===== src/rtl/key_conditioner.sv =====
// Push-button conditioner: two-flop synchroniser, per-key debounce FSM, and
// registered level / press / release / long-press outputs for NUM_KEYS keys.
module key_conditioner #(
    parameter int NUM_KEYS          = 3,
    parameter int DEBOUNCE_CYCLES   = 500000,
    parameter int LONG_PRESS_CYCLES = 50000000
) (
    input  logic                clk,
    input  logic                reset,
    input  logic [NUM_KEYS-1:0] key_n,
    output logic [NUM_KEYS-1:0] key_level,
    output logic [NUM_KEYS-1:0] key_press,
    output logic [NUM_KEYS-1:0] key_release,
    output logic [NUM_KEYS-1:0] key_long
);

    localparam int CNT_W  = $clog2(DEBOUNCE_CYCLES);
    // The hold counter must be able to represent LONG_PRESS_CYCLES itself.
    localparam int HOLD_W = $clog2(LONG_PRESS_CYCLES + 1);

    localparam logic [CNT_W-1:0]  CNT_LAST  = CNT_W'(DEBOUNCE_CYCLES - 1);
    localparam logic [HOLD_W-1:0] HOLD_MAX  = HOLD_W'(LONG_PRESS_CYCLES);
    localparam logic [HOLD_W-1:0] HOLD_LAST = HOLD_W'(LONG_PRESS_CYCLES - 1);

    typedef enum logic [1:0] {
        RELEASED,
        PRESS_CHECK,
        PRESSED,
        RELEASE_CHECK
    } state_t;

    logic [NUM_KEYS-1:0] sync1;
    logic [NUM_KEYS-1:0] sync2;

    // NOTE: synchroniser resets to 1 (released) so a held key is re-debounced after reset.
    always_ff @(posedge clk) begin
        if (reset) begin
            sync1 <= '1;
            sync2 <= '1;
        end else begin
            sync1 <= key_n;
            sync2 <= sync1;
        end
    end

    for (genvar i = 0; i < NUM_KEYS; i++) begin : g_key
        state_t            state, state_next;
        logic [CNT_W-1:0]  cnt, cnt_next;
        logic [HOLD_W-1:0] hold, hold_next;
        logic              press_next, release_next, long_next, level_next;
        logic              level_q, press_q, release_q, long_q;

        // NOTE: every output of this block gets a default first, so no latch is inferred.
        always_comb begin
            state_next   = state;
            cnt_next     = cnt;
            press_next   = 1'b0;
            release_next = 1'b0;
            case (state)
                RELEASED: begin
                    if (!sync2[i]) begin
                        state_next = PRESS_CHECK;
                        cnt_next   = CNT_W'(1);
                    end
                end
                PRESS_CHECK: begin
                    if (sync2[i]) begin
                        state_next = RELEASED;
                        cnt_next   = '0;
                    end else if (cnt == CNT_LAST) begin
                        state_next = PRESSED;
                        cnt_next   = '0;
                        press_next = 1'b1;
                    end else begin
                        cnt_next = cnt + CNT_W'(1);
                    end
                end
                PRESSED: begin
                    if (sync2[i]) begin
                        state_next = RELEASE_CHECK;
                        cnt_next   = CNT_W'(1);
                    end
                end
                RELEASE_CHECK: begin
                    if (!sync2[i]) begin
                        state_next = PRESSED;
                        cnt_next   = '0;
                    end else if (cnt == CNT_LAST) begin
                        state_next   = RELEASED;
                        cnt_next     = '0;
                        release_next = 1'b1;
                    end else begin
                        cnt_next = cnt + CNT_W'(1);
                    end
                end
                default: begin
                    state_next = RELEASED;
                    cnt_next   = '0;
                end
            endcase
        end

        // Release and a fresh press both clear hold time; a release-check glitch does not.
        always_comb begin
            hold_next = hold;
            long_next = 1'b0;
            if (state_next == RELEASED) begin
                hold_next = '0;
            end else if (state == PRESS_CHECK && state_next == PRESSED) begin
                hold_next = '0;
            end else if ((state == PRESSED || state == RELEASE_CHECK) && hold != HOLD_MAX) begin
                hold_next = hold + HOLD_W'(1);
                long_next = (hold == HOLD_LAST);
            end
        end

        assign level_next = (state_next == PRESSED) || (state_next == RELEASE_CHECK);

        // NOTE: sequential state uses non-blocking assignments only.
        always_ff @(posedge clk) begin
            if (reset) begin
                state     <= RELEASED;
                cnt       <= '0;
                hold      <= '0;
                level_q   <= 1'b0;
                press_q   <= 1'b0;
                release_q <= 1'b0;
                long_q    <= 1'b0;
            end else begin
                state     <= state_next;
                cnt       <= cnt_next;
                hold      <= hold_next;
                level_q   <= level_next;
                press_q   <= press_next;
                release_q <= release_next;
                long_q    <= long_next;
            end
        end

        assign key_level[i]   = level_q;
        assign key_press[i]   = press_q;
        assign key_release[i] = release_q;
        assign key_long[i]    = long_q;
    end

endmodule

===== config.mk =====
export PLATFORM = sky130hd
export DESIGN_NAME = key_conditioner
export DESIGN_NICKNAME = d
export VERILOG_FILES = /design/src/rtl/key_conditioner.sv
export SDC_FILE = /design/constraint.sdc
export NUM_CORES = 1
export LEC_CHECK = 0
export CAP_MARGIN = 20
export CORE_ASPECT_RATIO = 0.75
export CORE_MARGIN = 3
export CORE_UTILIZATION = 45
export DETAILED_ROUTE_END_ITERATION = 6
export PLACE_DENSITY_LB_ADDON = 0.08
export SLEW_MARGIN = 20
export SYNTH_ARGS = -nofsm -noshare
export SYNTH_HDL_FRONTEND = slang
export SYNTH_SLANG_ARGS = --single-unit
export TNS_END_PERCENT = 50

===== constraint.sdc =====
create_clock -name clk -period 4.1 [get_ports clk]
set_input_delay 0.82 -clock clk [delete_from_list [all_inputs] [get_ports clk]]
set_output_delay 0.82 -clock clk [all_outputs]
set_load 0.01 [all_outputs]

==> run summary <==
Walking the worst path, the cells encountered are ha_1 -> nand3b_1 -> nor4b_2 -> a41oi_1 -> o21ai_2 -> nor3_1. The remaining max-slew budget at the tightest pin is 0.2740. In the final design database the tool counted between 800 and 900 nets. The slew at the pin closest to its max-slew limit came out at roughly 1100 ps.

The final weighted congestion of routability-driven global placement is about 0.8. The CTS H-tree depth is 4. The least setup slack across all paths after layout is between 1000 and 1500 ps. Setup repair after global routing left no endpoint under its margin. The hold violation total from the final report came out at 0. The worst register-to-register path has a setup slack of around 1400 ps.

In this run, CTS created clock tree buffers numbering 17. The TritonCTS clock tree is done. The clock transition at the registers of the reported paths is roughly 60 ps.

The first global-routing pass estimated between 20 and 30 mm of wire. Yosys attributes the largest share of cell area to dfxtp_1, xnor2_1, nor2_1. The commonest cells after synthesis are dfxtp_1, nor2_1, nand2_1.

Counting flops with a built-in enable in the synthesized netlist gives 0. The kind of cell with the highest combined delay along the critical path is compound AO/OA/AOI/OAI gates. The worst hold path endpoint is sync2[2]$_SDFF_PP1_. The critical path required time is about 4400 ps. After technology mapping, the gate count stands at roughly 890.

The initial antenna violation count is 0. The post-synthesis sequential element count came out at ~160. The final setup violation count came out at 0. For this design, the sink count on the clock tree is approximately 160. The maximum number of pins on one net before global-route repair came out at 30.

The flow ran to the end, and the final reports show no timing, DRC or antenna violations. The die is 118.2 um tall. The total global routing overflow came out at 0. The iteration count of the initial detailed-routing pass is 6. The slowest stage cell on the critical path is o21ai_2. For the worst setup path, the data arrival time is roughly 3000 ps. The average routed wire per standard cell came out at roughly 14 um. The total count of max-transition violations in the final report came out at 0. The number of cells after detailed placement is approximately 1100. The worst voltage drop across the vdd grid came out at a little over 0.2 mV.

The startpoint identified for the worst hold timing path is sync1[2]$_SDFF_PP1_. The total power per unit cell area came out at about 400 nW/um2. The aggregate global-route resource usage came out at 0.1639. Counting instances, the worst hold path has a depth of 1. Along the worst path, the maximum fanout reaches 27. The count of nets left with antenna violations after detail routing came out at 0.

The fraction of registers with async set/reset came out at 0. The most common cell in the netlist is dfxtp_1. The total nets after synthesis is 901. The setup TNS is 0 ps. The beginning of the worst register-to-register path is g_key[0].cnt[0]$_SDFFE_PP0P_. The biggest area contributor in the post-synthesis netlist is dfxtp_1. The synthesized netlist contains 63 unique library cells. In this run the cell area of the synthesized design comes to ~7600 um2.

In the routed design, unresolved DRC markers number 0. The class of the tightest hold or removal check is flip-flop to flip-flop. The mean instance size in the synthesized netlist came out at roughly 8.5 um2.

The maximum clock path buffer count is 2. The number of violations reported at the end of detailed-routing iteration 0 is 345. The final antenna diode count came out at 0.

The floorplan step defined a core boundary enclosing about 16000 um2. The post-route cell area is around 8400 um2. The reg-to-reg endpoint is g_key[0].long_q$_SDFF_PP0_. The static leakage is approximately 0.0026 uW. Based on the critical path, the design can be clocked at up to ~0.37 GHz. The share of the clock period used by the worst path is 0.6646. The share of post-route cells with drive strength above 1 came out at 0.06904. Buffers inserted to repair hold after CTS numbered 0. The initial cell density of the core is 0.4659. The ratio of routed vias to standard cells is between 5 and 6.

The die area is between 15000 and 20000 um2. The routed via count is about 6000. The count of buffering cells on the critical path with inverters included is 0.

Once placement finished, the instance area stood at ~7800 um2. The worst setup path is launched from a flip-flop. The stage delay of the slowest cell on the critical path is between 800 and 900 ps. Once the clock tree was built, the setup fixing pass inserted 0 buffers. The final wirelength came out at ~15 mm. The initialized floorplan defines 40 standard-cell rows. The via count of the first global-routing pass came out at about 5400. The smallest clock period supported by the final layout is computed as roughly 2700 ps. The master cell of the clock root buffer is clkbuf_16. The worst-case clock skew is about 7.6 ps. The die is 155.6 um wide. The count of boundary I/O pins is 17.

The half-perimeter wire length of the detailed placement result is 10.34 mm. The total of warnings raised by yosys came out at 0. By startpoint and endpoint, the worst setup path is classified as flip-flop to flip-flop. The count of max-cap constraint violations is 0.

Measured in cells, the most critical reg-to-reg path has a length of 6. The number of gates resized after CTS was 0. The kind of capture point of the worst setup path is a flip-flop.

The growth of design area from synthesis to finish came out at 11.44%. The non-filler instance count after layout is 1108. The latest clock arrival within the worst-skew pair is between 400 and 500 ps. The register area share after synthesis came out at 0.4213. The post-placement worst setup slack is 1352 ps. The number of I/O port buffers came out at 16. The most instantiated flip-flop cell in the synthesis netlist is dfxtp_1. The portion of synthesized cell area occupied by the leading cell type is 0.4213.
logic make-up (layout without fill, tap and decap cells):
kind of cell               count (synthesis)  count (layout)  synth area share
and+or+nand+nor                          438             438            0.2993
DFF                                      159             159            0.4213
AOI/OAI and AO/OA                        100             100           0.08943
xor gates and xnor gates                  97              97            0.1125
buffers and inverters                     75              86           0.05051
adders and majority gates                  9               9           0.01491
muxes                                      9               9           0.01209
through the flow:
stage          hold WS [ps]  power, uW  utilization
3_3_place_gp          392.3       1642       0.4784
5_1_grt               410.9       3459       0.5192
3_5_place_dp          395.0       1644       0.4784
2_1_floorplan         389.5       1629            -
4_1_cts               409.2       3383       0.5189
6_report              408.3       3340       0.5192
cell type report:
cell class / instances / area, um2
Clock buffer: 22 / 474.2
Timing Repair Buffer: 23 / 210.2
Inverter: 31 / 116.4
Tap cell: 210 / 262.8
Clock inverter: 10 / 182.7
Multi-Input combinational cell: 653 / 3990
Sequential cell: 159 / 3183
Fill cell: 1492 / 7796
worst register-to-register path: stages, from the launching register on:
cell      delay [ps]
dfxtp_1          400
ha_1             260
nand3b_1         120
nor4b_2          530
a41oi_1          220
o21ai_2          890
nor3_1           150
registers in the layout, summed over array words and instances (netlist names):
name,cells
sync2,3
g_key.hold,78
g_key.state,6
sync1,3
g_key.long_q,3
g_key.level_q,3
g_key.press_q,3
g_key.release_q,3
g_key.cnt,57
routing by layer:
| metal | track usage | share of wire |
|---|---|---|
| met5 | 0 | 0 |
| met4 | 0.05085 | 0.0057 |
| met3 | 0.04063 | 0.035 |
| met2 | 0.2462 | 0.44 |
| met1 | 0.2318 | 0.52 |
worst max-delay path by stage:
stage,start,endpoint,slack [ps],cells past startpoint
global placement,reset,g_key[1].cnt[3]$_SDFFE_PP0P_,1460,4
floorplan,reset,g_key[1].cnt[11]$_SDFFE_PP0P_,1960,8
CTS,g_key[0].cnt[0]$_SDFFE_PP0P_,g_key[0].long_q$_SDFF_PP0_,1350,6
finish,g_key[0].cnt[0]$_SDFFE_PP0P_,g_key[0].long_q$_SDFF_PP0_,1380,6
detailed placement,reset,g_key[1].cnt[9]$_SDFFE_PP0P_,1350,5
global route,g_key[0].cnt[1]$_SDFFE_PP0P_,g_key[0].long_q$_SDFF_PP0_,1160,6
layout by cell type (no fill, tap or decap), types with 26 or more instances in the layout:
cell type  synthesis  routed
a21oi_1           26      26
dfxtp_1          159     159
inv_1             31      31
nand2_1           73      73
nand3_1           53      53
nand4_1           41      41
nor2_1           128     128
nor3_1            30      30
xnor2_1           58      58
xor2_1            39      39
where the power goes:
| part | switching [uW] | total (uW) | internal, uW | leakage (uW) |
|---|---|---|---|---|
| clock network | 602 | 1730 | 1130 | 0.000312 |
| logic | 35.6 | 53.3 | 17.7 | 0.00105 |
| registers | 6.01 | 1560 | 1550 | 0.00128 |
Note: power is estimated with default switching activity, not from simulation.
